`src/rtl/dbus_sram_bridge.sv`:
```
// dbus_sram_bridge
//   Takes load/store requests from the commit stage's data-memory port and
//   registers them in a one-entry hold register. With MAP_KSEG=1 it folds
//   kseg0/kseg1 addresses down to physical. It then drives them onto an
//   SRAM-like req/addr_ok/data_ok bus.
//   It counts accepted-but-unanswered requests. On a flush, every live request
//   is marked for discard, so its response is swallowed and never returned
//   upstream.
//
// Ports
//   clk, reset(active-low, async), flush
//   up_req/up_is_write/up_size/up_addr/up_wdata/up_write_en   upstream request
//   up_addr_ok, up_data_ok, up_rdata                            upstream handshake
//   sram_req/sram_wr/sram_size/sram_addr/sram_wdata/sram_wstrb  downstream request
//   sram_addr_ok, sram_data_ok, sram_rdata                      downstream handshake
//   protocol_err                                                sticky: data_ok with nothing in flight
module dbus_sram_bridge #(
  parameter int OUTSTANDING = 2,
  parameter bit MAP_KSEG    = 1'b1
) (
  input  logic        clk,
  input  logic        reset,
  input  logic        flush,
  input  logic        up_req,
  input  logic        up_is_write,
  input  logic [1:0]  up_size,
  input  logic [31:0] up_addr,
  input  logic [31:0] up_wdata,
  input  logic [3:0]  up_write_en,
  output logic        up_addr_ok,
  output logic        up_data_ok,
  output logic [31:0] up_rdata,
  output logic        sram_req,
  output logic        sram_wr,
  output logic [1:0]  sram_size,
  output logic [31:0] sram_addr,
  output logic [31:0] sram_wdata,
  output logic [3:0]  sram_wstrb,
  input  logic        sram_addr_ok,
  input  logic        sram_data_ok,
  input  logic [31:0] sram_rdata,
  output logic        protocol_err
);

  localparam logic [1:0] OUT_MAX = 2'(OUTSTANDING);

  // kseg0 (100) and kseg1 (101) both map onto the low 512 MB of physical space.
  function automatic logic [31:0] translate(input logic [31:0] a);
    if (MAP_KSEG && (a[31:30] == 2'b10)) return {3'b000, a[28:0]};
    return a;
  endfunction

  logic        hold_valid_q, hold_valid_d;
  logic        hold_wr_q,    hold_wr_d;
  logic [1:0]  hold_size_q,  hold_size_d;
  logic [31:0] hold_addr_q,  hold_addr_d;
  logic [31:0] hold_wdata_q, hold_wdata_d;
  logic [3:0]  hold_wstrb_q, hold_wstrb_d;
  logic [1:0]  cnt_q,  cnt_d;
  logic [1:0]  drop_q, drop_d;
  logic        perr_q, perr_d;

  logic accept;
  logic resp_live;

  always_comb begin
    accept    = up_req & ~hold_valid_q & ~flush & (cnt_q < OUT_MAX);
    resp_live = sram_data_ok & (cnt_q != 2'd0);

    hold_valid_d = hold_valid_q;
    hold_wr_d    = hold_wr_q;
    hold_size_d  = hold_size_q;
    hold_addr_d  = hold_addr_q;
    hold_wdata_d = hold_wdata_q;
    hold_wstrb_d = hold_wstrb_q;
    cnt_d        = cnt_q + {1'b0, accept} - {1'b0, resp_live};
    drop_d       = drop_q;
    perr_d       = perr_q | (sram_data_ok & (cnt_q == 2'd0));

    // Accept only happens with the hold register empty, so it never races the
    // addr_ok release below.
    if (accept) begin
      hold_valid_d = 1'b1;
      hold_wr_d    = up_is_write;
      hold_size_d  = up_size;
      hold_addr_d  = translate(up_addr);
      hold_wdata_d = up_wdata;
      hold_wstrb_d = up_is_write ? up_write_en : 4'b0000;
    end else if (hold_valid_q && sram_addr_ok) begin
      hold_valid_d = 1'b0;
    end

    // Flush turns every request still live after this cycle's response into
    // one to discard. A request already on the bus is left in place, because
    // the bus cannot withdraw it.
    if (flush) begin
      drop_d = cnt_q - {1'b0, resp_live};
    end else if (resp_live && (drop_q != 2'd0)) begin
      drop_d = drop_q - 2'd1;
    end

    up_addr_ok = accept;
    up_data_ok = resp_live & (drop_q == 2'd0) & ~flush;
    up_rdata   = up_data_ok ? sram_rdata : 32'h0;
  end

  always_ff @(posedge clk or negedge reset) begin
    if (!reset) begin
      hold_valid_q <= 1'b0;
      hold_wr_q    <= 1'b0;
      hold_size_q  <= 2'd0;
      hold_addr_q  <= 32'h0;
      hold_wdata_q <= 32'h0;
      hold_wstrb_q <= 4'h0;
      cnt_q        <= 2'd0;
      drop_q       <= 2'd0;
      perr_q       <= 1'b0;
    end else begin
      hold_valid_q <= hold_valid_d;
      hold_wr_q    <= hold_wr_d;
      hold_size_q  <= hold_size_d;
      hold_addr_q  <= hold_addr_d;
      hold_wdata_q <= hold_wdata_d;
      hold_wstrb_q <= hold_wstrb_d;
      cnt_q        <= cnt_d;
      drop_q       <= drop_d;
      perr_q       <= perr_d;
    end
  end

  assign sram_req     = hold_valid_q;
  assign sram_wr      = hold_wr_q;
  assign sram_size    = hold_size_q;
  assign sram_addr    = hold_addr_q;
  assign sram_wdata   = hold_wdata_q;
  assign sram_wstrb   = hold_wstrb_q;
  assign protocol_err = perr_q;

endmodule

```
`config.mk`:
```
export PLATFORM = sky130hd
export DESIGN_NAME = dbus_sram_bridge
export DESIGN_NICKNAME = d
export VERILOG_FILES = /design/src/rtl/dbus_sram_bridge.sv
export SDC_FILE = /design/constraint.sdc
export NUM_CORES = 1
export LEC_CHECK = 0
export ABC_AREA = 1
export BUFFER_PORTS_ARGS = -buffer_cell sky130_fd_sc_hd__buf_2
export CORE_ASPECT_RATIO = 1.75
export CORE_MARGIN = 3
export CORE_UTILIZATION = 38
export CTS_BUF_LIST = sky130_fd_sc_hd__clkbuf_16
export DETAILED_ROUTE_END_ITERATION = 7
export PLACE_DENSITY = 0.8
export SLEW_MARGIN = 20
export SYNTH_ARGS = -nofsm -noshare
export SYNTH_HDL_FRONTEND = slang
export SYNTH_SLANG_ARGS = --single-unit
```
`constraint.sdc`:
```
create_clock -name clk -period 1.6 [get_ports clk]
set_clock_uncertainty 0.2 [all_clocks]
set_input_delay 0.24 -clock clk [delete_from_list [all_inputs] [get_ports clk]]
set_output_delay 0.24 -clock clk [all_outputs]
set_load 0.02 [all_outputs]
```
After elaboration in Yosys (flattened, before gate mapping):

Cells that the tools add are included.

* $add $sub $neg: 4
* $lt $le $gt $ge: 1
* equal/unequal tests: 1
* muxes and demuxes: 10
* bitwise logic cells: 10
* reductions and logical operators: 8

Operators with widths (number)
* two-way mux 32 bit: 3
* nonzero test 2 bit: 4
* bitwise AND 1 bit: 7
* logical NOT 2 bit: 2
* two-way mux 1 bit: 4
* two-way mux 2 bit: 2
* two-way mux 4 bit: 1
* subtractor 2 x 1 -> 2 bit: 2
* adder 2 x 1 -> 2 bit: 1
* equality test 2 bit, second input constant: 1
* logical AND 1 bit: 2
* less-than comparator 2 bit, second input constant: 1
* NOT 1 bit: 2
* subtractor 2 x 1 -> 2 bit, second input constant: 1
* OR 1 bit: 1

* bits in registers: 77
* bits of input ports: 109
* output and inout port bits: 107
* word-level logic and storage cells: 43

Longest topological paths before layout:

Gate-level depths: netlist of the first run.

* depth after elaboration: 6
* depth in mapped cells: 8
* gate-level depth less buffers: 8

Worst setup path before layout of the first run:

OpenSTA, ideal clock, no wires.

* path type: register to output
* from: register drop_q[0]
* to: output port up_rdata[14]
* arrival time: 1.211 ns
* data required time: 1.160 ns
* slack: -0.051 ns
* cell stages (with the launch flop): 6
* path buffers: 1
* cell sequence: dfrtp_1 > inv_1 > ha_1 > nand4_2 > buf_2 > nor2_1

* cells in the longest elaborated chain, start to end: 4

RTL lines
* start, declared: RTL line 60 `logic [1:0] drop_q, drop_d;`
* start signal, assigned: RTL line 126 `drop_q <= drop_d;`
* logical NOT 2 bit: RTL line 103 `up_data_ok = resp_live & (drop_q == 2'd0) & ~flush;`
* bitwise AND 1 bit (2 in series): RTL line 103
* two-way mux 32 bit: RTL line 104 `up_rdata = up_data_ok ? sram_rdata : 32'h0;`
* end, declared: RTL line 32 `output logic [31:0] up_rdata,`

Every way passes these cells.

Final worst setup path of the first run:

* from: register drop_q[0]
* to: output port up_rdata[23]

Same word-level chain as after synthesis.

==> impl_metrics.py, run 1 <==
metrics = {
    "yosys": {
        "synth-seq-area-share_pct": 58.5,
        "yosysTopAreaCellShare_pct": 58.5,
        "ys_ff_latch": 77,
        "async_flop_share_pct": 100,
        "yosysWarnings": 0,
        "yosys.area.top_type": "dfrtp_1",
        "avgSynthCellArea_um2": 8.04,
        "synth_area_um2": 3290,
        "syn_inst": 410,
        "synth-edff-count": 0,
        "ys_types": 19,
        "yosys-top-cells-area": "dfrtp_1, nand2_1, inv_1, nor2_1, buf_4",
        "ys.flop_type": "dfrtp_1",
        "synth_nets": 521,
    },
    "placement": {
        "place.port_buffers": 215,
        "gp_congestion": 0.810,
        "post_dp_cell_area_um2": 4540,
        "dpl.hpwl_um": 7360,
        "place_ws_ns": -0.0655,
    },
    "detailed_routing": {
        "routed-via-count": 4097,
        "drtPass1Iterations": 5,
        "drc": 0,
        "routedWlPerCell_um": 17.0,
        "drtAntennaViolNets": 0,
        "via_per_inst": 4.90,
        "drt_iter0_markers": 192,
        "drt_wl_total_um": 14200,
    },
    "finish": {
        "final_cell_mix": "nand2_1, buf_2, dfrtp_1",
        "diodes": 0,
        "syn_to_final_growth_pct": 90.0,
        "finalInstanceArea_um2": 6260,
        "layout_commonest_cell": "nand2_1",
        "nNetsFinal": 827,
        "layout-drive-gt1-share_pct": 41.9,
    },
    "timing": {
        "max_slew_margin_pct": 73.3,
        "rsz0062_at_grt": "true",
        "fin_crit_sh_pct": 126,
        "hold_viol": 0,
        "finalSetupViolCount": 35,
        "worstMarginPinSlew_ns": 0.400,
        "post-route-worst-setup-slack_ns": -0.416,
        "worst_hold_slack_ns": 0.0313,
        "period_minus_slack_ns": 2.02,
        "finalMaxSlewViolations": 0,
        "max_freq_ghz": 0.496,
    },
    "clock_network": {
        "clock_latency_ns": 0.32,
        "clock_path_buffers": 2,
        "ctsRootBufferMaster": "clkbuf_16",
        "cts.sinks": 77,
        "cts_tree": "yes",
        "clk_pin_slew_ns": 0.06,
        "numCtsBuffers": 9,
        "htreeDepth": 3,
    },
    "global_routing": {
        "grt_pass1_vias": 4017,
        "grt_max_degree": 78,
        "grt_util_all_layers_pct": 24.5,
        "grt_overflow": 0,
        "antenna_found_initial": 1,
        "grt_pass1_wl_um": 19100,
    },
    "setup_path": {
        "cp-startpoint": "drop_q[0]$_DFFE_PN0P_",
        "r2r_setup_slack_ns": -0.02,
        "endpoint": "up_rdata[23]",
        "cp-end-kind": "output port",
        "reg2reg_to": "sram_wr$_DFFE_PN0P_",
        "start_kind": "flop",
        "cp_max_fo": 8,
        "r2r_cells": 6,
        "r2r_start": "cnt_q[1]$_DFF_PN0_",
        "crit_chain": "inv_2, ha_4, nand4_4, clkbuf_16, nor2_2, buf_4",
        "critPathKind": "flop to output port",
        "cp.required_ns": 1.16,
        "max_stage_delay_ns": 0.39,
        "cp_data_arrival_time_ns": 1.58,
        "slowest_stage": "dfrtp_1",
    },
    "pwr": {
        "p_per_area_nw_per_um2": 1400,
        "p_leak_uw": 0.00354,
        "vdd_drop_max_v": 0.00123,
    },
    "die": {
        "coreArea_um2": 8370,
        "row_count": 44,
        "die_w_um": 76.4,
        "design.die.area_um2": 9870,
        "io_pins": 216,
        "start_util_pct": 39.4,
        "dieHeight_um": 129,
    },
    "outcome": {
        "violations": "setup timing",
        "status": "finished, violations left",
    },
    "min_path": {
        "hold_class": "input port to flop",
    },
    "run": {
        "maxCapViolCount": 0,
    },
}
-- stage by stage --
| stage | instances | utilization, % | setup TNS [ns] | total power [uW] |
|---|---|---|---|---|
| floorplan | 410 | - | -1.48 | 4740 |
| global placement | 733 | 54.2 | 0 | 5860 |
| detailed placement | 733 | 54.2 | -1.31 | 5980 |
| CTS | 830 | 70.1 | -12.29 | 8330 |
| global route | 836 | 74.8 | -14.59 | 9180 |
| finish | 836 | 74.8 | -12.66 | 8750 |
-- sequential cells by signal, indices dropped and copies added (netlist names) --
register,cells
protocol_err,1
sram_addr,32
cnt_q,2
drop_q,2
sram_wstrb,4
sram_wr,1
sram_size,2
sram_req,1
sram_wdata,32
-- cell usage after synthesis (2+ instances only) --
cell      instances
o21ai_0           5
nor2_1           33
inv_1            42
inv_2             3
ha_1              2
buf_4             7
buf_6             3
clkbuf_1          2
nand3_1           3
buf_2             5
nand2_1         221
dfrtp_1          77
-- worst min-delay path by stage --
stage / cells after the start / slack, ns / startpoint / endpoint
floorplan: 0 / -0.26 / reset / cnt_q[0]$_DFF_PN0_
CTS: 3 / 0.02 / flush / drop_q[1]$_DFFE_PN0P_
global placement: 2 / 0.08 / reset / sram_addr[11]$_DFFE_PN0P_
finish: 3 / 0.03 / flush / drop_q[1]$_DFFE_PN0P_
detailed placement: 2 / 0.09 / reset / sram_addr[12]$_DFFE_PN0P_
global route: 3 / 0.02 / flush / drop_q[1]$_DFFE_PN0P_
-- per-layer routing --
layer  track usage [%]  share of wire (%)
met5                 0              0.098
met4              12.3                5.6
met2              47.3                 53
met3              8.07                8.1
met1              22.7                 33
-- cells by family (layout without fill, tap and decap cells) --
family	Yosys count	count (layout)	synth area share [%]
AO/OA/AOI/OAI	7	7	1.14
XOR/XNOR	1	1	0.266
adder cells (fa/ha/maj)	2	2	0.759
buffers and inverters	62	373	8.74
flip-flops	77	77	58.5
AND/OR/NAND/NOR	261	261	30.6
-- layout make-up --
cell class              count  area, um2
repair buffers            312       2390
fillers                   533       2110
flip-flops and latches     77       1930
multi-input cells         271       1330
clock buffers               9        225
inverters                  45        171
well taps                 115        144
clock inverters             7       66.3
-- critical path: cells and delay by family, from the launching register on --
family / cells / cell delay [ns]
adder cells (fa/ha/maj): 1 / 0.16
flip-flops: 1 / 0.39
AND/OR/NAND/NOR: 2 / 0.23
buffers and inverters: 3 / 0.47
-- power breakdown --
part | internal, uW | total [uW] | leakage, uW | switching, uW
registers | 2620 | 3030 | 0.000960 | 406
logic | 1460 | 3760 | 0.00245 | 2300
clock network | 1200 | 1960 | 0.000135 | 761
total | 5280 | 8750 | 0.00354 | 3470
-- timing repair --
action                                  CTS  global route
gates cloned                              2             5
setup buffers                             6             4
endpoints found under the setup margin   34            80
hold buffers                             73             0
pin swaps                                 3             5
gates resized for setup                  68            82
endpoints found under the hold margin   148             0
Note: power is estimated with default switching activity, not from simulation.
==> inputs of run 2 (changes only) <==
- CELL_PAD_IN_SITES_DETAIL_PLACEMENT: default -> 1
- CELL_PAD_IN_SITES_GLOBAL_PLACEMENT: default -> 2
- CORE_MARGIN: 3 -> default
- CORE_UTILIZATION: 38 -> 23
- PLACE_DENSITY: 0.8 -> 0.89
- clock period: 1.6 -> 2.54 ns (I/O delays scaled with it)
==> impl_metrics.py, run 2 (same netlist as run 1, synthesis figures left out) <==
metrics = {
    "outcome": {
        "status": "finished clean",
    },
    "die": {
        "design.die.area_um2": 14800,
        "coreArea_um2": 13900,
        "start_util_pct": 23.7,
        "die_w_um": 92.5,
        "dieHeight_um": 160,
        "io_pins": 216,
        "row_count": 57,
    },
    "clock_network": {
        "clock_path_buffers": 2,
        "numCtsBuffers": 9,
        "cts_tree": "yes",
        "ctsRootBufferMaster": "clkbuf_16",
        "hold_buffers": 1,
        "clock_latency_ns": 0.32,
        "clk_pin_slew_ns": 0.06,
        "cts.sinks": 77,
        "cts_setup_buffers": 0,
        "cts.repair.resized": 0,
        "htreeDepth": 3,
    },
    "pwr": {
        "p_sw_share_pct": 40.2,
        "p_switching_uw": 1950,
        "comb_power_share_pct": 37.3,
        "report.power.total_uw": 4850,
        "p_leak_uw": 0.00304,
        "pwr-share-seq_pct": 38.8,
        "clkPwrFrac_pct": 23.9,
        "intPower_uw": 2900,
        "p_per_area_nw_per_um2": 1010,
        "vdd_drop_max_v": 0.000366,
    },
    "setup_path": {
        "max_stage_delay_ns": 0.38,
        "slowest_stage": "dfrtp_1",
        "crit_chain": "inv_1, ha_1, nand4_2, buf_4, nor2_1, buf_2",
        "cp_max_fo": 33,
        "cp-startpoint": "drop_q[0]$_DFFE_PN0P_",
        "cp.required_ns": 1.96,
        "critPathKind": "flop to output port",
        "r2r_start": "sram_req$_DFFE_PN0P_",
        "cp_data_arrival_time_ns": 1.64,
        "start_kind": "flop",
        "cp-end-kind": "output port",
    },
    "global_routing": {
        "grt_pass1_wl_um": 16900,
        "grt_util_all_layers_pct": 14.4,
        "grt_max_degree": 78,
        "grt_overflow": 0,
        "grt_pass1_vias": 3555,
        "antenna_found_initial": 0,
    },
    "finish": {
        "layout-drive-gt1-share_pct": 38.1,
        "nNetsFinal": 736,
        "layout_commonest_cell": "nand2_1",
        "fillers": 1769,
        "syn_to_final_growth_pct": 46.2,
        "diodes": 0,
        "final_cell_mix": "nand2_1, buf_2, dfrtp_1",
    },
    "placement": {
        "place.port_buffers": 215,
        "gp_congestion": 0.714,
        "dpl.hpwl_um": 8180,
    },
    "detailed_routing": {
        "drt_wl_total_um": 10500,
        "drt_iter0_markers": 132,
        "wl_met3_um": 833,
        "routedWlPerCell_um": 13.1,
        "routed-via-count": 3346,
        "via_per_inst": 4.15,
        "met1_length_um": 3640,
        "wl_met2_um": 5830,
        "top_layer": "met4",
        "drtPass1Iterations": 4,
        "drtAntennaViolNets": 0,
        "drc": 0,
    },
    "timing": {
        "max_slew_margin_pct": 66.5,
        "max_freq_ghz": 0.451,
        "period_minus_slack_ns": 2.22,
        "worstMarginPinSlew_ns": 0.502,
        "hold_viol": 0,
        "fin_setup_tns_ns": 0,
        "finalMaxSlewViolations": 0,
        "rsz0062_at_grt": "false",
        "finalSetupViolCount": 0,
        "fin_crit_sh_pct": 87.3,
    },
    "run": {
        "maxCapViolCount": 0,
    },
    "min_path": {
        "hold_class": "input port to flop",
        "hp-start": "sram_addr_ok",
    },
}
==> run 2: cell count changes in the layout (fill, tap and decap cells not counted), sizes merged <==
cell         before  now
clkbuf           15    9
buf             234  220
clkinvlp          3    4
bufinv            1    0
dlygate4sd3      72    1
==> run 2: metrics by stage <==
stage | cell area, um2 | setup WS (ns) | utilization (%) | hold WS [ns] | instances
final | 4820 | 0.322 | 34.6 | 0.0350 | 807
after detailed placement | 4540 | 0.651 | 32.6 | 0.187 | 790
after global placement | 4540 | 0.749 | 32.6 | 0.181 | 790
after floorplan | 3290 | 0.748 | - | -0.115 | 410
after CTS | 4820 | 0.284 | 34.6 | 0.0186 | 807
after global routing | 4820 | 0.176 | 34.6 | 0.0443 | 807
==> run 2: routing by layer <==
| metal | track usage (%) | vias to the layer above |
|---|---|---|
| li1 | - | 1627 |
| met1 | 14.0 | 1547 |
| met2 | 27.8 | 155 |
| met3 | 3.98 | 17 |
| met4 | 5.54 | 0 |
| met5 | 0 | - |
==> run 2: final timing paths <==
kind	to	slack [ns]	cells past startpoint
max	up_rdata[16]	0.32	6
min reg2reg	sram_wdata[9]$_DFFE_PN0P_	0.27	2
max in group asynchronous	sram_wdata[12]$_DFFE_PN0P_	1.16	3
min in group asynchronous	sram_addr[13]$_DFFE_PN0P_	0.36	2
min	sram_req$_DFFE_PN0P_	0.03	2
max reg2reg	cnt_q[1]$_DFF_PN0_	0.89	6
==> run 2: power by group through the flow <==
stage / Clock (uW) / Combinational (uW) / Sequential, uW
final: 1160 / 1810 / 1880
after global routing: 1250 / 1990 / 1940
after CTS: 1210 / 1850 / 1890
after detailed placement: 0 / 1850 / 1900
after global placement: 0 / 1800 / 1880
after floorplan: 0 / 599 / 2390
==> run 2: critical path: cells and delay by family, from the launching register on <==
family / cells / cell delay, ns
buf+inv: 3 / 0.50
fa+ha+maj: 1 / 0.19
flops: 1 / 0.38
simple gates: 2 / 0.22
==> run 2: area by class of cell <==
class,count,area (um2),area share (%)
timing repair buffer,221,1150,23.9
tap,177,221,4.60
clock inverter,7,42.5,0.883
inverter,45,169,3.51
clock buffer,9,225,4.68
sequential,77,1930,40.0
multi-input combinational,271,1080,22.4
==> inputs of run 3 (changes only) <==
- ABC_AREA: 1 -> default
- CORE_UTILIZATION: 23 -> 24
- PLACE_DENSITY: 0.89 -> 0.9
- SLEW_MARGIN: 20 -> default
==> impl_metrics.py, run 3 <==
metrics = {
    "setup_path": {
        "r2r_cells": 4,
        "critPathKind": "flop to output port",
        "cp_data_arrival_time_ns": 1.83,
        "cp_max_fo": 33,
        "start_kind": "flop",
        "cp-end-kind": "output port",
        "cp.required_ns": 1.96,
    },
    "detailed_routing": {
        "drtPass1Iterations": 4,
        "routed-via-count": 3247,
        "routedWlPerCell_um": 13.8,
        "drc": 0,
        "via_per_inst": 4.27,
        "drt_iter0_markers": 39,
        "drt_wl_total_um": 10500,
        "drtAntennaViolNets": 0,
    },
    "die": {
        "coreArea_um2": 13400,
        "design.die.area_um2": 14200,
        "start_util_pct": 24.6,
        "io_pins": 216,
        "row_count": 56,
        "dieHeight_um": 157,
        "die_w_um": 90.5,
    },
    "yosys": {
        "yosys.area.top_type": "dfrtp_1",
        "yosys-top-cells-area": "dfrtp_1, nand2_1, and2_1, buf_6, buf_4",
        "ys_top_cells_by_count": "nand2_1, dfrtp_1, and2_1, buf_6",
        "ys.flop_type": "dfrtp_1",
        "syn_inst": 370,
        "ys_types": 25,
        "yosysTopAreaCellShare_pct": 58.5,
        "synth-edff-count": 0,
        "avgSynthCellArea_um2": 8.90,
        "synth_nets": 481,
        "ys_ff_latch": 77,
        "synth-seq-area-share_pct": 58.5,
        "yosysWarnings": 0,
        "synth_area_um2": 3290,
        "async_flop_share_pct": 100,
        "synth_most_common_cell": "nand2_1",
    },
    "finish": {
        "layout-drive-gt1-share_pct": 40.4,
        "final_cell_mix": "buf_2, nand2_1, dfrtp_1",
        "finalInstanceArea_um2": 4810,
        "nNetsFinal": 694,
        "finalNonFillerCells": 760,
        "diodes": 0,
        "syn_to_final_growth_pct": 46.0,
        "layout_commonest_cell": "buf_2",
    },
    "timing": {
        "rsz0062_at_grt": "true",
        "worstMarginPinSlew_ns": 0.779,
        "finalSetupViolCount": 0,
        "max_slew_margin_pct": 48.1,
        "period_minus_slack_ns": 2.41,
        "worst_hold_slack_ns": 0.0283,
        "finalMaxSlewViolations": 0,
        "fin_setup_tns_ns": 0,
        "hold_viol": 0,
        "max_freq_ghz": 0.416,
        "fin_crit_sh_pct": 94.7,
    },
    "placement": {
        "gp_congestion": 0.943,
        "dpl.cell_count": 745,
        "post_dp_cell_area_um2": 4490,
        "place.port_buffers": 215,
        "dpl.hpwl_um": 8170,
    },
    "clock_network": {
        "clk_pin_slew_ns": 0.06,
        "ctsRootBufferMaster": "clkbuf_16",
        "numCtsBuffers": 9,
        "clock_latency_ns": 0.33,
        "cts_tree": "yes",
        "cts.sinks": 77,
        "clock_path_buffers": 2,
        "htreeDepth": 3,
    },
    "pwr": {
        "vdd_drop_max_v": 0.000298,
        "p_leak_uw": 0.00286,
        "p_per_area_nw_per_um2": 1060,
        "report.power.total_uw": 5070,
    },
    "global_routing": {
        "grt_pass1_wl_um": 16900,
        "grt_util_all_layers_pct": 15.3,
        "grt_pass1_vias": 3420,
        "grt_max_degree": 74,
        "antenna_found_initial": 0,
        "grt_overflow": 0,
    },
    "min_path": {
        "hold_class": "input port to flop",
        "holdPathStages": 2,
    },
    "run": {
        "maxCapViolCount": 0,
    },
    "outcome": {
        "status": "finished clean",
    },
}
==> run 3: cell type report <==
class,count,area [um2]
Clock buffer,9,225
Sequential cell,77,1930
Tap cell,174,218
Timing Repair Buffer,221,1150
Inverter,6,23.8
Fill cell,1640,8580
Clock inverter,5,78.8
Multi-Input combinational cell,268,1180
==> run 3: final timing paths <==
kind,startpoint,end,slack [ns]
min,sram_addr_ok,sram_req$_DFFE_PN0P_,0.03
max reg2reg,cnt_q[1]$_DFF_PN0_,sram_addr[29]$_DFFE_PN0P_,0.56
max in group asynchronous,reset,sram_wdata[9]$_DFFE_PN0P_,1.17
max,drop_q[0]$_DFFE_PN0P_,up_rdata[14],0.13
min in group asynchronous,reset,sram_addr[3]$_DFFE_PN0P_,0.36
min reg2reg,sram_addr[31]$_DFFE_PN0P_,sram_addr[31]$_DFFE_PN0P_,0.26
==> run 3: timing repair <==
| action | CTS | global route |
|---|---|---|
| gates resized for setup | 0 | 1 |
| endpoints found under the setup margin | 0 | 3 |
| buffers inserted | 0 | 0 |
| hold buffers | 1 | 0 |
| hold endpoints to repair | 35 | 0 |
==> run 3: cells by family after synthesis <==
logic type / after synthesis / share of synthesized area [%]
and+or+nand+nor: 254 / 32.5
DFF: 77 / 58.5
buffers and inverters: 25 / 5.66
AOI/OAI and AO/OA: 9 / 1.71
muxes: 2 / 0.608
adders and majority gates: 2 / 0.760
xor gates and xnor gates: 1 / 0.266
==> run 3: where the power goes <==
part / switching, uW / internal (uW) / total (uW) / leakage (uW)
Sequential: 238 / 1660 / 1900 / 0.000958
Combinational: 1220 / 628 / 1850 / 0.00175
Clock: 477 / 845 / 1320 / 0.000145
Total: 1940 / 3130 / 5070 / 0.00286
==> run 3: routing by layer <==
layer	track usage [%]	part of all wire [%]	vias to the layer above
met1	15.5	36	1524
met4	5.84	1.7	0
met5	0	0	-
met3	4.06	7.0	12
li1	-	-	1552
met2	29.3	55	159
==> run 3: metrics by stage <==
step	utilization [%]	setup WS (ns)
2_1_floorplan	-	0.433
3_3_place_gp	33.5	0.450
4_1_cts	35.9	0.0625
6_report	35.9	0.133
5_1_grt	35.9	0.00330
3_5_place_dp	33.5	0.424
==> run 3: critical path, cell delays in order, from the launching register on <==
cell     delay [ns]
dfrtp_1        0.37
inv_1          0.08
ha_1           0.22
nor3b_2        0.22
buf_6          0.22
and2_1         0.20
buf_2          0.18
